--- src/rtl/adder_pkg.sv ---
// Shared definitions for the segmented pipelined adder.
//   seg_w / seg_ok    : segment width and legality of a WIDTH/SEGS split
//   sat_max / sat_min : signed clamp values for a W-bit result, returned
//                       right-aligned in a MAX_W-bit vector
//   stage_ctl_t       : control half of a pipeline stage record. The data
//                       half (operand hi-parts, partial sum) is sized by
//                       WIDTH/SEGS inside adder_pipe.
package adder_pkg;

  localparam int MAX_W = 256;

  typedef struct packed {
    logic valid;
    logic carry;
  } stage_ctl_t;

  function automatic int seg_w(int width, int segs);
    return (segs > 0) ? width / segs : width;
  endfunction

  function automatic bit seg_ok(int width, int segs);
    return (segs > 0) && (width > 0) && (width % segs == 0);
  endfunction

  function automatic logic [MAX_W-1:0] sat_max(int w);
    return (MAX_W'(1) << (w - 1)) - MAX_W'(1);
  endfunction

  function automatic logic [MAX_W-1:0] sat_min(int w);
    return MAX_W'(1) << (w - 1);
  endfunction

endpackage

--- src/rtl/adder_pipe_if.sv ---
// Operand/result handshake bundle for adder_pipe.
//   Input side : in_valid, in_ready, x, y, cin
//   Output side: out_valid, out_ready, sum, cout, ovf, zero
//   slave  modport: the adder itself
//   master modport: the producer/consumer environment around it
interface adder_pipe_if #(
  parameter int WIDTH = 32
);
  logic             in_valid;
  logic             in_ready;
  logic [WIDTH-1:0] x;
  logic [WIDTH-1:0] y;
  logic             cin;
  logic             out_valid;
  logic             out_ready;
  logic [WIDTH-1:0] sum;
  logic             cout;
  logic             ovf;
  logic             zero;

  modport slave (
    input  in_valid, x, y, cin, out_ready,
    output in_ready, out_valid, sum, cout, ovf, zero
  );

  modport master (
    output in_valid, x, y, cin, out_ready,
    input  in_ready, out_valid, sum, cout, ovf, zero
  );
endinterface

--- src/rtl/adder_seg.sv ---
// One SW-bit slice of the segmented adder, purely combinational.
//   a, b : segment operands
//   ci   : carry into the segment
//   s    : segment sum
//   co   : carry out of the segment
module adder_seg #(
  parameter int SW = 8
) (
  input  logic [SW-1:0] a,
  input  logic [SW-1:0] b,
  input  logic          ci,
  output logic [SW-1:0] s,
  output logic          co
);

  assign {co, s} = {1'b0, a} + {1'b0, b} + {{SW{1'b0}}, ci};

endmodule

--- src/rtl/adder_pipe.sv ---
// Segmented, pipelined signed adder with valid/ready flow control.
// The carry chain is cut into SEGS registered slices of WIDTH/SEGS bits.
// Each pipeline register carries the not-yet-added operand bits
// (right-aligned, so every stage works on bits [SW-1:0]) and the finished
// lower sum slices (filled from the top down, so after the last register
// they sit in natural order). The final slice derives cout/ovf, applies
// optional saturation and the zero flag into the output register.
//   clk, rst  : clock, asynchronous active-high reset
//   bus       : adder_pipe_if slave (operands in, result + flags out)
// Whole pipeline advances together: adv = ~out_valid | out_ready.
module adder_pipe
  import adder_pkg::*;
#(
  parameter int WIDTH = 32,
  parameter int SEGS  = 4,
  parameter bit SAT   = 1'b0
) (
  input logic         clk,
  input logic         rst,
  adder_pipe_if.slave bus
);

  localparam int               SW   = seg_w(WIDTH, SEGS);
  localparam logic [WIDTH-1:0] SMAX = WIDTH'(sat_max(WIDTH));
  localparam logic [WIDTH-1:0] SMIN = WIDTH'(sat_min(WIDTH));

  if (!seg_ok(WIDTH, SEGS)) begin : g_bad_cfg
    $error("adder_pipe: WIDTH must be a positive multiple of SEGS");
  end

  logic          adv;
  logic [SW-1:0] seg_a  [SEGS];
  logic [SW-1:0] seg_b  [SEGS];
  logic [SW-1:0] seg_s  [SEGS];
  logic          seg_ci [SEGS];
  logic          seg_co [SEGS];

  logic             fin_valid;
  logic [WIDTH-1:0] fin_raw;
  logic             fin_xs;
  logic             fin_ys;
  logic             fin_cout;
  logic             fin_ovf;
  logic [WIDTH-1:0] fin_sum;

  logic             out_valid_q;
  logic [WIDTH-1:0] out_sum_q;
  logic             out_cout_q;
  logic             out_ovf_q;
  logic             out_zero_q;

  assign adv          = ~out_valid_q | bus.out_ready;
  assign bus.in_ready = adv;

  for (genvar k = 0; k < SEGS; k++) begin : g_seg
    adder_seg #(.SW(SW)) u_seg (
      .a  (seg_a[k]),
      .b  (seg_b[k]),
      .ci (seg_ci[k]),
      .s  (seg_s[k]),
      .co (seg_co[k])
    );
  end

  if (SEGS == 1) begin : g_single
    always_comb begin
      seg_a[0]  = bus.x;
      seg_b[0]  = bus.y;
      seg_ci[0] = bus.cin;
    end

    assign fin_valid = bus.in_valid;
    assign fin_raw   = seg_s[0];
  end else begin : g_pipe
    localparam int PW = WIDTH - SW;

    typedef struct packed {
      stage_ctl_t       ctl;
      logic [PW-1:0]    xh;
      logic [PW-1:0]    yh;
      logic [PW-1:0]    ps;
    } stage_t;

    stage_t st   [SEGS-1];
    stage_t st_d [SEGS-1];

    always_comb begin
      for (int k = 0; k < SEGS; k++) begin
        seg_a[k]  = '0;
        seg_b[k]  = '0;
        seg_ci[k] = 1'b0;
      end
      seg_a[0]  = bus.x[SW-1:0];
      seg_b[0]  = bus.y[SW-1:0];
      seg_ci[0] = bus.cin;
      for (int k = 1; k < SEGS; k++) begin
        seg_a[k]  = st[k-1].xh[SW-1:0];
        seg_b[k]  = st[k-1].yh[SW-1:0];
        seg_ci[k] = st[k-1].ctl.carry;
      end
    end

    always_comb begin
      for (int k = 0; k < SEGS - 1; k++) begin
        st_d[k] = '0;
      end
      st_d[0].ctl.valid = bus.in_valid;
      st_d[0].ctl.carry = seg_co[0];
      st_d[0].xh        = bus.x[WIDTH-1:SW];
      st_d[0].yh        = bus.y[WIDTH-1:SW];
      st_d[0].ps        = PW'(seg_s[0]) << (PW - SW);
      for (int k = 1; k < SEGS - 1; k++) begin
        st_d[k].ctl.valid = st[k-1].ctl.valid;
        st_d[k].ctl.carry = seg_co[k];
        st_d[k].xh        = st[k-1].xh >> SW;
        st_d[k].yh        = st[k-1].yh >> SW;
        // newest slice enters at the top, older slices slide down
        st_d[k].ps        = (st[k-1].ps >> SW) | (PW'(seg_s[k]) << (PW - SW));
      end
    end

    always_ff @(posedge clk or posedge rst) begin
      if (rst) begin
        for (int k = 0; k < SEGS - 1; k++) begin
          st[k] <= '0;
        end
      end else if (adv) begin
        for (int k = 0; k < SEGS - 1; k++) begin
          st[k] <= st_d[k];
        end
      end
    end

    assign fin_valid = st[SEGS-2].ctl.valid;
    assign fin_raw   = {seg_s[SEGS-1], st[SEGS-2].ps};
  end

  // the top slice's operands still hold the original sign bits
  always_comb begin
    fin_xs   = seg_a[SEGS-1][SW-1];
    fin_ys   = seg_b[SEGS-1][SW-1];
    fin_cout = seg_co[SEGS-1];
    fin_ovf  = (fin_xs == fin_ys) & (fin_raw[WIDTH-1] != fin_xs);
    fin_sum  = fin_raw;
    if (SAT && fin_ovf) begin
      fin_sum = fin_xs ? SMIN : SMAX;
    end
  end

  always_ff @(posedge clk or posedge rst) begin
    if (rst) begin
      out_valid_q <= 1'b0;
      out_sum_q   <= '0;
      out_cout_q  <= 1'b0;
      out_ovf_q   <= 1'b0;
      out_zero_q  <= 1'b0;
    end else if (adv) begin
      out_valid_q <= fin_valid;
      out_sum_q   <= fin_sum;
      out_cout_q  <= fin_cout;
      out_ovf_q   <= fin_ovf;
      out_zero_q  <= (fin_sum == '0);
    end
  end

  assign bus.out_valid = out_valid_q;
  assign bus.sum       = out_sum_q;
  assign bus.cout      = out_cout_q;
  assign bus.ovf       = out_ovf_q;
  assign bus.zero      = out_zero_q;

endmodule

--- src/flat_wrapper.sv ---
// flat-port wrapper written by rule: the top's interface ports become plain ports
module adder_pipe_flat import adder_pkg::*;
#(
  parameter int WIDTH = 32,
  parameter int SEGS  = 4,
  parameter bit SAT   = 1'b0
)
  (clk, rst, bus_in_valid, bus_x, bus_y, bus_cin, bus_out_ready, bus_in_ready, bus_out_valid, bus_sum, bus_cout, bus_ovf, bus_zero);
  adder_pipe_if #(.WIDTH(WIDTH)) bus_i ();
  input logic clk;
  input logic rst;
  input wire logic [$bits(bus_i.in_valid)-1:0] bus_in_valid;
  input wire logic [$bits(bus_i.x)-1:0] bus_x;
  input wire logic [$bits(bus_i.y)-1:0] bus_y;
  input wire logic [$bits(bus_i.cin)-1:0] bus_cin;
  input wire logic [$bits(bus_i.out_ready)-1:0] bus_out_ready;
  output wire logic [$bits(bus_i.in_ready)-1:0] bus_in_ready;
  output wire logic [$bits(bus_i.out_valid)-1:0] bus_out_valid;
  output wire logic [$bits(bus_i.sum)-1:0] bus_sum;
  output wire logic [$bits(bus_i.cout)-1:0] bus_cout;
  output wire logic [$bits(bus_i.ovf)-1:0] bus_ovf;
  output wire logic [$bits(bus_i.zero)-1:0] bus_zero;
  assign bus_i.in_valid = bus_in_valid;
  assign bus_i.x = bus_x;
  assign bus_i.y = bus_y;
  assign bus_i.cin = bus_cin;
  assign bus_i.out_ready = bus_out_ready;
  assign bus_in_ready = bus_i.in_ready;
  assign bus_out_valid = bus_i.out_valid;
  assign bus_sum = bus_i.sum;
  assign bus_cout = bus_i.cout;
  assign bus_ovf = bus_i.ovf;
  assign bus_zero = bus_i.zero;
  adder_pipe #(.WIDTH(WIDTH), .SEGS(SEGS), .SAT(SAT)) u_core (.clk(clk), .rst(rst), .bus(bus_i));
endmodule
--- config.mk ---
export PLATFORM = sky130hd
export DESIGN_NAME = adder_pipe_flat
export DESIGN_NICKNAME = d
export VERILOG_FILES = /design/src/rtl/adder_pkg.sv /design/src/rtl/adder_pipe_if.sv /design/src/rtl/adder_seg.sv /design/src/rtl/adder_pipe.sv /design/src/flat_wrapper.sv
export SDC_FILE = /design/constraint.sdc
export NUM_CORES = 1
export LEC_CHECK = 0
export CORE_MARGIN = 4
export CORE_UTILIZATION = 50
export DETAILED_ROUTE_END_ITERATION = 10
export GPL_ROUTABILITY_DRIVEN = 0
export PLACE_DENSITY = 0.83
export SYNTH_ARGS = -nofsm -noshare
export SYNTH_HDL_FRONTEND = slang
export SYNTH_HIERARCHICAL = 1
export SYNTH_SLANG_ARGS = --single-unit
--- constraint.sdc ---
create_clock -name clk -period 12.74 [get_ports clk]
set_clock_uncertainty 0.15 [all_clocks]
set_input_delay 3.822 -clock clk [delete_from_list [all_inputs] [get_ports clk]]
set_output_delay 3.822 -clock clk [all_outputs]
set_load 0.02 [all_outputs]
Word level (Yosys, flattened, before mapping)
Index checks and enable logic that the tools add are counted.

storage, ports and cells
  ROM bits = 0
  output and inout bits = 37
  memories = 0
  register bits after elaboration = 194
  bits of input ports = 69
  word-level logic and storage cells = 36
  bits in latches = 0
  memory bits (writable) = 0

cells by class
  add/subtract/negate cells = 8
  multiplexer cells = 0
  $lt $le $gt $ge = 0
  multipliers = 0
  div/mod/pow operators = 0
  equality and inequality tests = 2
  shift-type cells = 0
  reduce and logical (&&, ||, !) cells = 1
  bitwise logic cells = 5

operators with widths
  kind                          number
  bitwise OR 16 x 24 -> 24 bit  2
  adder 8 x 8 -> 9 bit          4
  adder 9 x 1 -> 9 bit          4
  zero test 32 bit              1
  AND 1 bit                     1
  equality test 1 bit           1
  != test 1 bit                 1
  NOT 1 bit                     1
  bitwise OR 1 bit              1

Longest topological paths before layout
Gate-level depths: netlist of run 1.

  word-level depth = 4
  depth in mapped cells = 8
  depth with buffers taken out = 8

Cells and area by module
The synthesis of run 1 kept the hierarchy.

by module, submodules not included
  module                                 instances  cells an instance  area an instance (um2)  sequential area each (um2)
  adder_pipe                             1          797                7158.1                  4654.5
  adder_seg (u_core.g_seg[0].u_seg ...)  2          40                 331.6                   0.0
  adder_seg (u_core.g_seg[1].u_seg ...)  2          42                 331.6                   0.0

Worst setup path before layout of run 1
Ideal clock, no wire load.

  path type = input-to-output
  start point = in bus_out_ready
  end point = out bus_in_ready
  path slack = 4.521 ns
  data arrival time = 4.247 ns
  cell stages on the path = 4
  cell sequence = nor2b_4 > buf_6 > inv_4 > buf_2

on the way
  longest elaborated chain between the ends = 1

ends and longest elaborated chain
  what              line                RTL
  start, declared   flat_wrapper.sv:16  input wire logic [$bits(bus_i.out_ready)-1:0] bus_out_ready;
  bitwise OR 1 bit  adder_pipe.sv:52    assign adv = ~out_valid_q | bus.out_ready;
  end, declared     flat_wrapper.sv:17  output wire logic [$bits(bus_i.in_ready)-1:0] bus_in_ready;

Every way passes these cells.

Worst setup path after layout of run 1
Same ends and word-level chain as after synthesis.

==> results_dict.tcl, run 1 <==
set metrics [dict create \
    outcome "finished clean" \
    synth_cells 961 \
    grt_pass1_wl_um 27000 \
    clk-insertion-delay-late_ps 430 \
    place_ws_ps 3210 \
    max_freq_mhz 105 \
    first_pass_iters 5 \
    yosysSeqAreaShare 0.549 \
    design_area_sq_mm 0.0101 \
    drive_gt1_frac 0.0424 \
    die_x_um 138 \
    antenna_found_initial 1 \
    drt-initial-drc-count 347 \
    finalCriticalPeriod_ps 9520 \
    syn_avg_cell_area_sq_um 8.83 \
    critPathLaunchType "input pin" \
    h-tree-depth 4 \
    clock_power_share 0.204 \
    setup_violations 0 \
    grt_max_degree 120 \
    critical_path.top_delay_family "buffers and inverters" \
    drtAntennaViolNets 0 \
    ys_ff_latch 186 \
    slowest_delay_ps 720 \
    fin_nets 1153 \
    cts_buffers 17 \
    cpMostUsedCell "clkdlybuf4s50_1" \
    wl_met2_um 8140 \
    wl_met1_um 6900 \
    ys_types 36 \
    hold_buffers 0 \
    p_int_uw 1570 \
    port_buffers 105 \
    wl_met3_um 612 \
    final_core_util 0.610 \
    period_share 0.747 \
    yosysTopAreaCellShare 0.549 \
    sw_frac_of_total 0.381 \
    grt_overflow 0 \
    cts_setup_buffers 0 \
    clkSinkCount 186 \
    clockBufferDepth 2 \
    leakage_uw 0.00520 \
    syn_nets 1066 \
    die_area_sq_mm 0.0191 \
    path_buf_inv 3 \
    path_depth 4 \
    synth_area_sq_mm 0.00848 \
    vias 6340 \
    final-hold-violation-count 0 \
    synthTopCellsByArea "dfrtp_1, nand2_1, ha_1" \
    whs_path_depth 2 \
    ios 106 \
    setup_slack_ps 3220 \
    cts_tree "done" \
    rows 47 \
    wl_um 15900 \
    start_util 0.512 \
    p_comb_frac 0.403 \
    critPathMaxFanout 79 \
    dpl.hpwl_um 10500 \
    p_seq_frac 0.393 \
    hp-class "reg -> reg" \
    clkSlewWorstSetupHoldPaths_ps 70 \
    drv_cap 0 \
    syn2layout_area_growth_pct 19.3 \
    via_per_inst 4.95 \
    end_kind "output pin" \
    ctsResizeCount 0 \
    rsz0062_at_grt "false" \
    grt_pass1_vias 6055 \
    cp_slowest_cell "clkdlybuf4s50_1" \
    power.switching_uw 968 \
    antenna_cells 0 \
    coreArea_sq_mm 0.0166 \
    dpl-instance-area_sq_mm 0.00954 \
    powerDensity_mw_per_mm2 251 \
    die_h_um 138 \
    crit_type "in -> out" \
    grt_usage 0.169 \
    drc_errors 0 \
    peakVddDrop_mv 0.134 \
    critPathRequiredTime_ps 8770 \
    routedWlPerCell_um 12.4 \
    yosys_warnings 6 \
    tightest_slew_ps 1030 \
    slew_headroom 0.314 \
    drv_slew 0 \
    yosys.area.top_type "dfrtp_1" \
    cts_root_buf "clkbuf_16" \
    maxUsedRoutingLayer "met5" \
    finalSetupTns_ps 0 \
    path_cells "clkdlybuf4s50_1 -> nor2b_4 -> inv_6 -> clkdlybuf4s50_1" \
    crit_arrival_ps 5540 \
    rr_worst_depth 8 \
]
-- area by class of cell --
| cell class | instances | area [sq um] |
|---|---|---|
| Sequential cell | 186 | 4650 |
| Timing Repair Buffer | 109 | 1080 |
| Clock buffer | 20 | 447 |
| Multi-Input combinational cell | 720 | 3460 |
| Clock inverter | 12 | 138 |
| Fill cell | 1468 | 6460 |
| Tap cell | 220 | 275 |
| Inverter | 14 | 62.6 |
-- registers in the layout, summed over array words and instances, names as in the netlist --
register              count
u_core/bus.ovf            1
u_core/bus.sum           32
u_core/fin_ys             1
u_core/fin_valid          1
u_core/g_pipe.st        123
u_core/bus.cout           1
u_core/fin_xs             1
u_core/bus.zero           1
u_core/bus.out_valid      1
u_core/fin_raw           24
-- final timing paths --
kind | end | start | slack [ps]
min in group asynchronous | u_core/bus.sum[2] | rst | 3810
max in group asynchronous | u_core/g_pipe.st[198] | rst | 7160
max | bus_in_ready | bus_out_ready | 3220
min | u_core/fin_valid | u_core/fin_valid | 310
min reg2reg | u_core/fin_valid | u_core/fin_valid | 310
max reg2reg | u_core/bus.zero | u_core/g_pipe.st[48] | 9800
-- per-stage QoR --
stage                     total power [uW]  hold WS (ps)  cells
final                                 2540           311   1281
after global routing                  2740           332   1281
after CTS                             2570           313   1281
after detailed placement              2030           298   1249
after global placement                1980           292   1249
after floorplan                       1760           280    961
-- worst reg2reg max path: stages (launching register included) --
cell	delay, ps
dfrtp_1	410
fa_1	480
fa_1	420
a21oi_1	230
o21bai_1	100
xor2_1	160
nor4_1	390
nand4_1	230
o31ai_1	280
-- cells in the mapped netlist --
cell / number
a2111oi_0: 2
a21o_1: 8
a21oi_1: 19
a21oi_2: 2
a221oi_1: 2
a311o_1: 8
and3b_1: 1
buf_2: 16
buf_4: 9
buf_6: 14
clkbuf_1: 2
dfrtp_1: 186
fa_1: 8
ha_1: 28
inv_1: 9
inv_2: 4
inv_4: 1
mux2i_1: 2
nand2_1: 561
nand2b_1: 3
nand3_1: 8
nand3b_1: 2
nand4_1: 4
nor2_1: 5
nor2b_1: 6
nor2b_4: 1
nor3_1: 6
nor4_1: 12
o211ai_1: 2
o21a_1: 2
o21ai_0: 5
o21bai_1: 4
o221a_2: 2
o31ai_1: 1
xnor2_1: 8
xor2_1: 8
-- logic make-up (layout without fill, tap and decap cells) --
kind of cell               Yosys count  after routing  synth area share
adders and majority gates           36             36            0.0602
buffers and inverters               55            155            0.0434
xor gates and xnor gates            16             16            0.0165
muxes                                2              2           0.00236
DFF                                186            186             0.549
and+or+nand+nor                    609            609             0.282
AOI/OAI and AO/OA                   57             57            0.0475
-- placed cells by master, fill, tap and decap left out, drive strengths merged, types with 3 or more instances in the layout --
cell type,n
a21o,8
a21oi,21
a311o,8
buf,4
clkbuf,20
clkdlybuf4s50,105
clkinv,5
dfrtp,186
fa,8
ha,28
inv,17
nand2,561
nand2b,3
nand3,8
nand4,4
nor2,5
nor2b,7
nor3,6
nor4,12
o21ai,5
o21bai,4
xnor2,8
xor2,8
-- power groups by stage --
stage	combinational (uW)	sequential [uW]	clock [uW]
floorplan	718	1040	0
global placement	984	997	0
detailed placement	1020	1010	0
CTS	1030	1000	530
global route	1150	1030	556
finish	1020	997	519
-- layer usage --
metal,vias up,track usage
li1,3220,-
met1,3006,0.203
met2,93,0.302
met3,19,0.0397
met4,2,0.0515
met5,-,0
Note: power is estimated with default switching activity, not from simulation.
==> run 2, diff against run 1 <==
clock period = 9.6 ns   (was 12.74 ns; I/O delays follow)
==> results_dict.tcl, run 2 (same netlist as run 1, synthesis figures left out) <==
set metrics [dict create \
    finalSetupTns_ps 0 \
    cts_buffers 17 \
    fin_nets 1153 \
    grt_overflow 0 \
    critPathRequiredTime_ps 6570 \
    outcome "finished clean" \
    max_freq_mhz 132 \
    drt-initial-drc-count 388 \
    ctsResizeCount 0 \
    finalCriticalPeriod_ps 7600 \
    hp-class "reg -> reg" \
    regMostFlops "u_core/g_pipe.st" \
    crit_type "in -> out" \
    maxUsedRoutingLayer "met4" \
    reg2reg_to "u_core/bus.zero" \
    whs_path_depth 2 \
    dpl.hpwl_um 10700 \
    clkSlewWorstSetupHoldPaths_ps 60 \
    cpMostUsedCell "clkdlybuf4s50_1" \
    clkSinkCount 186 \
    dpl.cell_count 1249 \
    largest_reg_flops 123 \
    sw_frac_of_total 0.382 \
    start_util 0.512 \
    p_int_uw 2060 \
    die_h_um 138 \
    fin_cells 1279 \
    h-tree-depth 4 \
    wl_met3_um 683 \
    cts_setup_buffers 0 \
    clock_power_share 0.196 \
    critPathMaxFanout 81 \
    hold_end "u_core/bus.sum[0]" \
    place_ws_ps 1990 \
    coreArea_sq_mm 0.0166 \
    wl_met2_um 8180 \
    worstHoldStart "u_core/bus.sum[0]" \
    cts_tree "done" \
    wl_um 16100 \
    setup_violations 0 \
    die_area_sq_mm 0.0191 \
    r2r_slack_ps 6680 \
    n_fill_cell 1452 \
    cp_slowest_cell "clkdlybuf4s50_1" \
    antenna_found_initial 0 \
    drv_slew 0 \
    power.switching_uw 1280 \
    grt_max_degree 120 \
    die_x_um 138 \
    final_cell_mix "nand2_1, dfrtp_1, clkdlybuf4s50_1" \
    leakage_uw 0.00518 \
    cts_root_buf "clkbuf_16" \
    clk-insertion-delay-late_ps 430 \
    crit_arrival_ps 4570 \
    via_per_inst 4.97 \
    clockBufferDepth 2 \
    first_pass_iters 5 \
    powerDensity_mw_per_mm2 331 \
    hold_buffers 0 \
    rsz0062_at_grt "false" \
    p_seq_frac 0.397 \
    path_cells "clkdlybuf4s50_1 -> nor2b_4 -> inv_6 -> clkdlybuf4s50_1" \
    grt_pass1_vias 6168 \
    rows 47 \
    slowest_delay_ps 710 \
    final-hold-violation-count 0 \
    routedWlPerCell_um 12.6 \
    critPathLaunchType "input pin" \
    grt_pass1_wl_um 27900 \
    ios 106 \
    layout_commonest_cell "nand2_1" \
    worstReg2RegStart "u_core/g_pipe.st[48]" \
    tightest_slew_ps 1020 \
    antenna_cells 0 \
    drc_errors 0 \
    grt_usage 0.173 \
    peakVddDrop_mv 0.174 \
    p_comb_frac 0.407 \
    period_share 0.792 \
    port_buffers 105 \
    slew_headroom 0.317 \
    syn2layout_area_growth_pct 18.9 \
    rr_worst_depth 8 \
    drive_gt1_frac 0.0406 \
    drtAntennaViolNets 0 \
    wl_met1_um 6920 \
    end_kind "output pin" \
    drv_cap 0 \
    vias 6357 \
    setup_slack_ps 2000 \
]
run 2: cell types whose count changed in the layout (fill, tap and decap cells not counted):
cell        previous run  this run
bufinv_16              2         1
clkbuf_8               1         2
clkinv_2               2         1
clkinv_4               3         4
clkinvlp_4             2         3
inv_6                  5         2
run 2: metrics by stage:
step           power, uW  instance area, sq um   util  hold slack (ps)
3_3_place_gp        2630                  9540  0.575              290
4_1_cts             3380                 10100  0.608              319
6_report            3340                 10100  0.608              313
2_1_floorplan       2330                  8480      -              280
3_5_place_dp        2700                  9540  0.575              305
5_1_grt             3630                 10100  0.608              329
run 2: worst max path at each step:
stage	slack (ps)	depth (start not counted)	end	start
finish	2000	4	bus_in_ready	bus_out_ready
global route	1910	4	bus_in_ready	bus_out_ready
CTS	1990	4	bus_in_ready	bus_out_ready
detailed placement	1990	4	bus_in_ready	bus_out_ready
global placement	1980	4	bus_in_ready	bus_out_ready
floorplan	1510	1	u_core/bus.cout	rst
run 2: final cells by class:
class                      count  area, sq um  area share
sequential                   186         4650       0.461
tap                          220          275      0.0273
clock inverter                 9         92.6     0.00918
multi-input combinational    720         3460       0.343
timing repair buffer         109         1080       0.107
inverter                      14         62.6     0.00620
clock buffer                  21          460      0.0456
run 2: power by group through the flow:
stage	logic, uW	registers, uW	clock network [uW]
after CTS	1380	1330	670
after detailed placement	1360	1340	0
after global placement	1300	1320	0
final	1360	1320	654
after global routing	1550	1370	705
after floorplan	952	1380	0
run 2: routing by layer:
layer,up-vias,GRT usage
met4,0,0.0640
met2,135,0.298
met3,35,0.0411
met1,2963,0.214
li1,3224,-
met5,-,0
run 2: critical path: cells and delay by family:
family / cells / cell delay (ps)
buffers and inverters: 3 / 1610
AND/OR/NAND/NOR: 1 / 60
==> run 3, diff against run 2 <==
clock period = 7.8 ns   (was 9.6 ns; I/O delays follow)
==> results_dict.tcl, run 3 (same netlist as run 1, synthesis figures left out) <==
set metrics [dict create \
    outcome "finished clean" \
    ctsResizeCount 0 \
    fin_nets 1155 \
    die_area_sq_mm 0.0191 \
    clk-insertion-delay-late_ps 430 \
    cp_slowest_cell "clkdlybuf4s50_1" \
    ios 106 \
    h-tree-depth 4 \
    antenna_cells 0 \
    cts_root_buf "clkbuf_16" \
    power.switching_uw 1610 \
    grt_pass1_wl_um 28000 \
    clockBufferDepth 2 \
    leakage_uw 0.00520 \
    end_kind "output pin" \
    path_depth 4 \
    drv_slew 0 \
    wl_um 16200 \
    regMostFlops "u_core/g_pipe.st" \
    largest_reg_flops 123 \
    rows 47 \
    cpMostUsedCell "clkdlybuf4s50_1" \
    clkSinkCount 186 \
    p_seq_frac 0.396 \
    slowest_delay_ps 600 \
    coreArea_sq_mm 0.0166 \
    reg2reg_to "u_core/bus.zero" \
    via_per_inst 4.95 \
    rsz0062_at_grt "false" \
    clock_power_share 0.197 \
    critPathRequiredTime_ps 5310 \
    crit_arrival_ps 3560 \
    finalCriticalPeriod_ps 6050 \
    crit_start "bus_out_ready" \
    sw_frac_of_total 0.392 \
    p_comb_frac 0.408 \
    r2r_slack_ps 4830 \
    hp-class "reg -> reg" \
    syn2layout_area_growth_pct 19.1 \
    clkSlewWorstSetupHoldPaths_ps 60 \
    path_cells "clkdlybuf4s50_1 -> nor2b_4 -> inv_6 -> clkdlybuf4s50_1" \
    hold_buffers 0 \
    crit_type "in -> out" \
    grt_pass1_vias 6302 \
    cts_setup_buffers 0 \
    grt_overflow 0 \
    slew_headroom 0.333 \
    path_buf_inv 3 \
    finalSetupTns_ps 0 \
    cts_tree "done" \
    p_int_uw 2500 \
    critPathLaunchType "input pin" \
    antenna_found_initial 0 \
    drtAntennaViolNets 0 \
    powerDensity_mw_per_mm2 407 \
    period_share 0.776 \
    crit_end "bus_in_ready" \
    drc_errors 0 \
    port_buffers 105 \
    first_pass_iters 5 \
    vias 6350 \
    final_cell_mix "nand2_1, dfrtp_1, clkdlybuf4s50_1" \
    critPathMaxFanout 2 \
    dpl.hpwl_um 10900 \
    worstReg2RegStart "u_core/g_pipe.st[48]" \
    routedWlPerCell_um 12.7 \
    cts_buffers 17 \
    drv_cap 0 \
    setup_violations 0 \
    critical_path.top_delay_family "buffers and inverters" \
    grt_usage 0.175 \
    total_power_uw 4120 \
    peakVddDrop_mv 0.232 \
    drt-initial-drc-count 420 \
    die_h_um 138 \
    dpl-instance-area_sq_mm 0.00955 \
    final_core_util 0.609 \
    drive_gt1_frac 0.0461 \
    tightest_slew_ps 1000 \
    final-hold-violation-count 0 \
    design_area_sq_mm 0.0101 \
    start_util 0.512 \
    layout_commonest_cell "nand2_1" \
    max_freq_mhz 165 \
    grt_max_degree 106 \
    rr_worst_depth 8 \
    die_x_um 138 \
]
-- run 3: cell count changes in the layout (fill, tap and decap cells not counted) --
| cell | delta |
|---|---|
| bufinv_16 | -1 |
| buf_4 | +2 |
| inv_8 | +3 |
| clkbuf_1 | -2 |
| clkbuf_8 | -2 |
| inv_6 | +6 |
| clkinv_4 | -2 |
-- run 3: cell type report --
cell class                 count  area [sq um]
inverter                      14          62.6
clock inverter                15           131
tap                          220           275
timing repair buffer         111          1100
clock buffer                  17           425
sequential                   186          4650
fill                        1431          6480
multi-input combinational    720          3460
-- run 3: worst min path at each step --
stage / from / end / slack [ps] / cells after the start
floorplan: u_core/fin_valid / u_core/fin_valid / 280 / 2
detailed placement: u_core/bus.sum[25] / u_core/bus.sum[25] / 300 / 2
CTS: u_core/bus.sum[25] / u_core/bus.sum[25] / 320 / 2
finish: u_core/bus.sum[7] / u_core/bus.sum[7] / 310 / 2
global placement: u_core/fin_valid / u_core/fin_valid / 290 / 2
global route: u_core/g_pipe.st[194] / u_core/g_pipe.st[194] / 330 / 2
-- run 3: worst min-delay path: stages, from the launching register on --
cell and delay (ps):
dfrtp_1 340, nand2_1 50, nand2_1 40
-- run 3: stage by stage --
step                setup WS (ps)  cells  hold WS, ps
finish                       1750   1283          312
global route                 1720   1283          332
CTS                          1740   1283          320
detailed placement           1740   1251          305
global placement             1750   1251          291
floorplan                     253    961          280
-- run 3: metal layers --
| layer | share of wire | up-vias | track usage |
|---|---|---|---|
| li1 | - | 3219 | - |
| met1 | 0.42 | 2962 | 0.211 |
| met2 | 0.51 | 131 | 0.303 |
| met3 | 0.040 | 38 | 0.0369 |
| met4 | 0.028 | 0 | 0.0801 |
| met5 | 0 | - | 0 |
-- run 3: power groups by stage --
stage / clock network, uW / registers, uW / logic [uW]
after floorplan: 0 / 1690 / 1170
after global placement: 0 / 1630 / 1610
after detailed placement: 0 / 1650 / 1670
after CTS: 832 / 1630 / 1690
after global routing: 869 / 1690 / 1910
final: 809 / 1630 / 1680
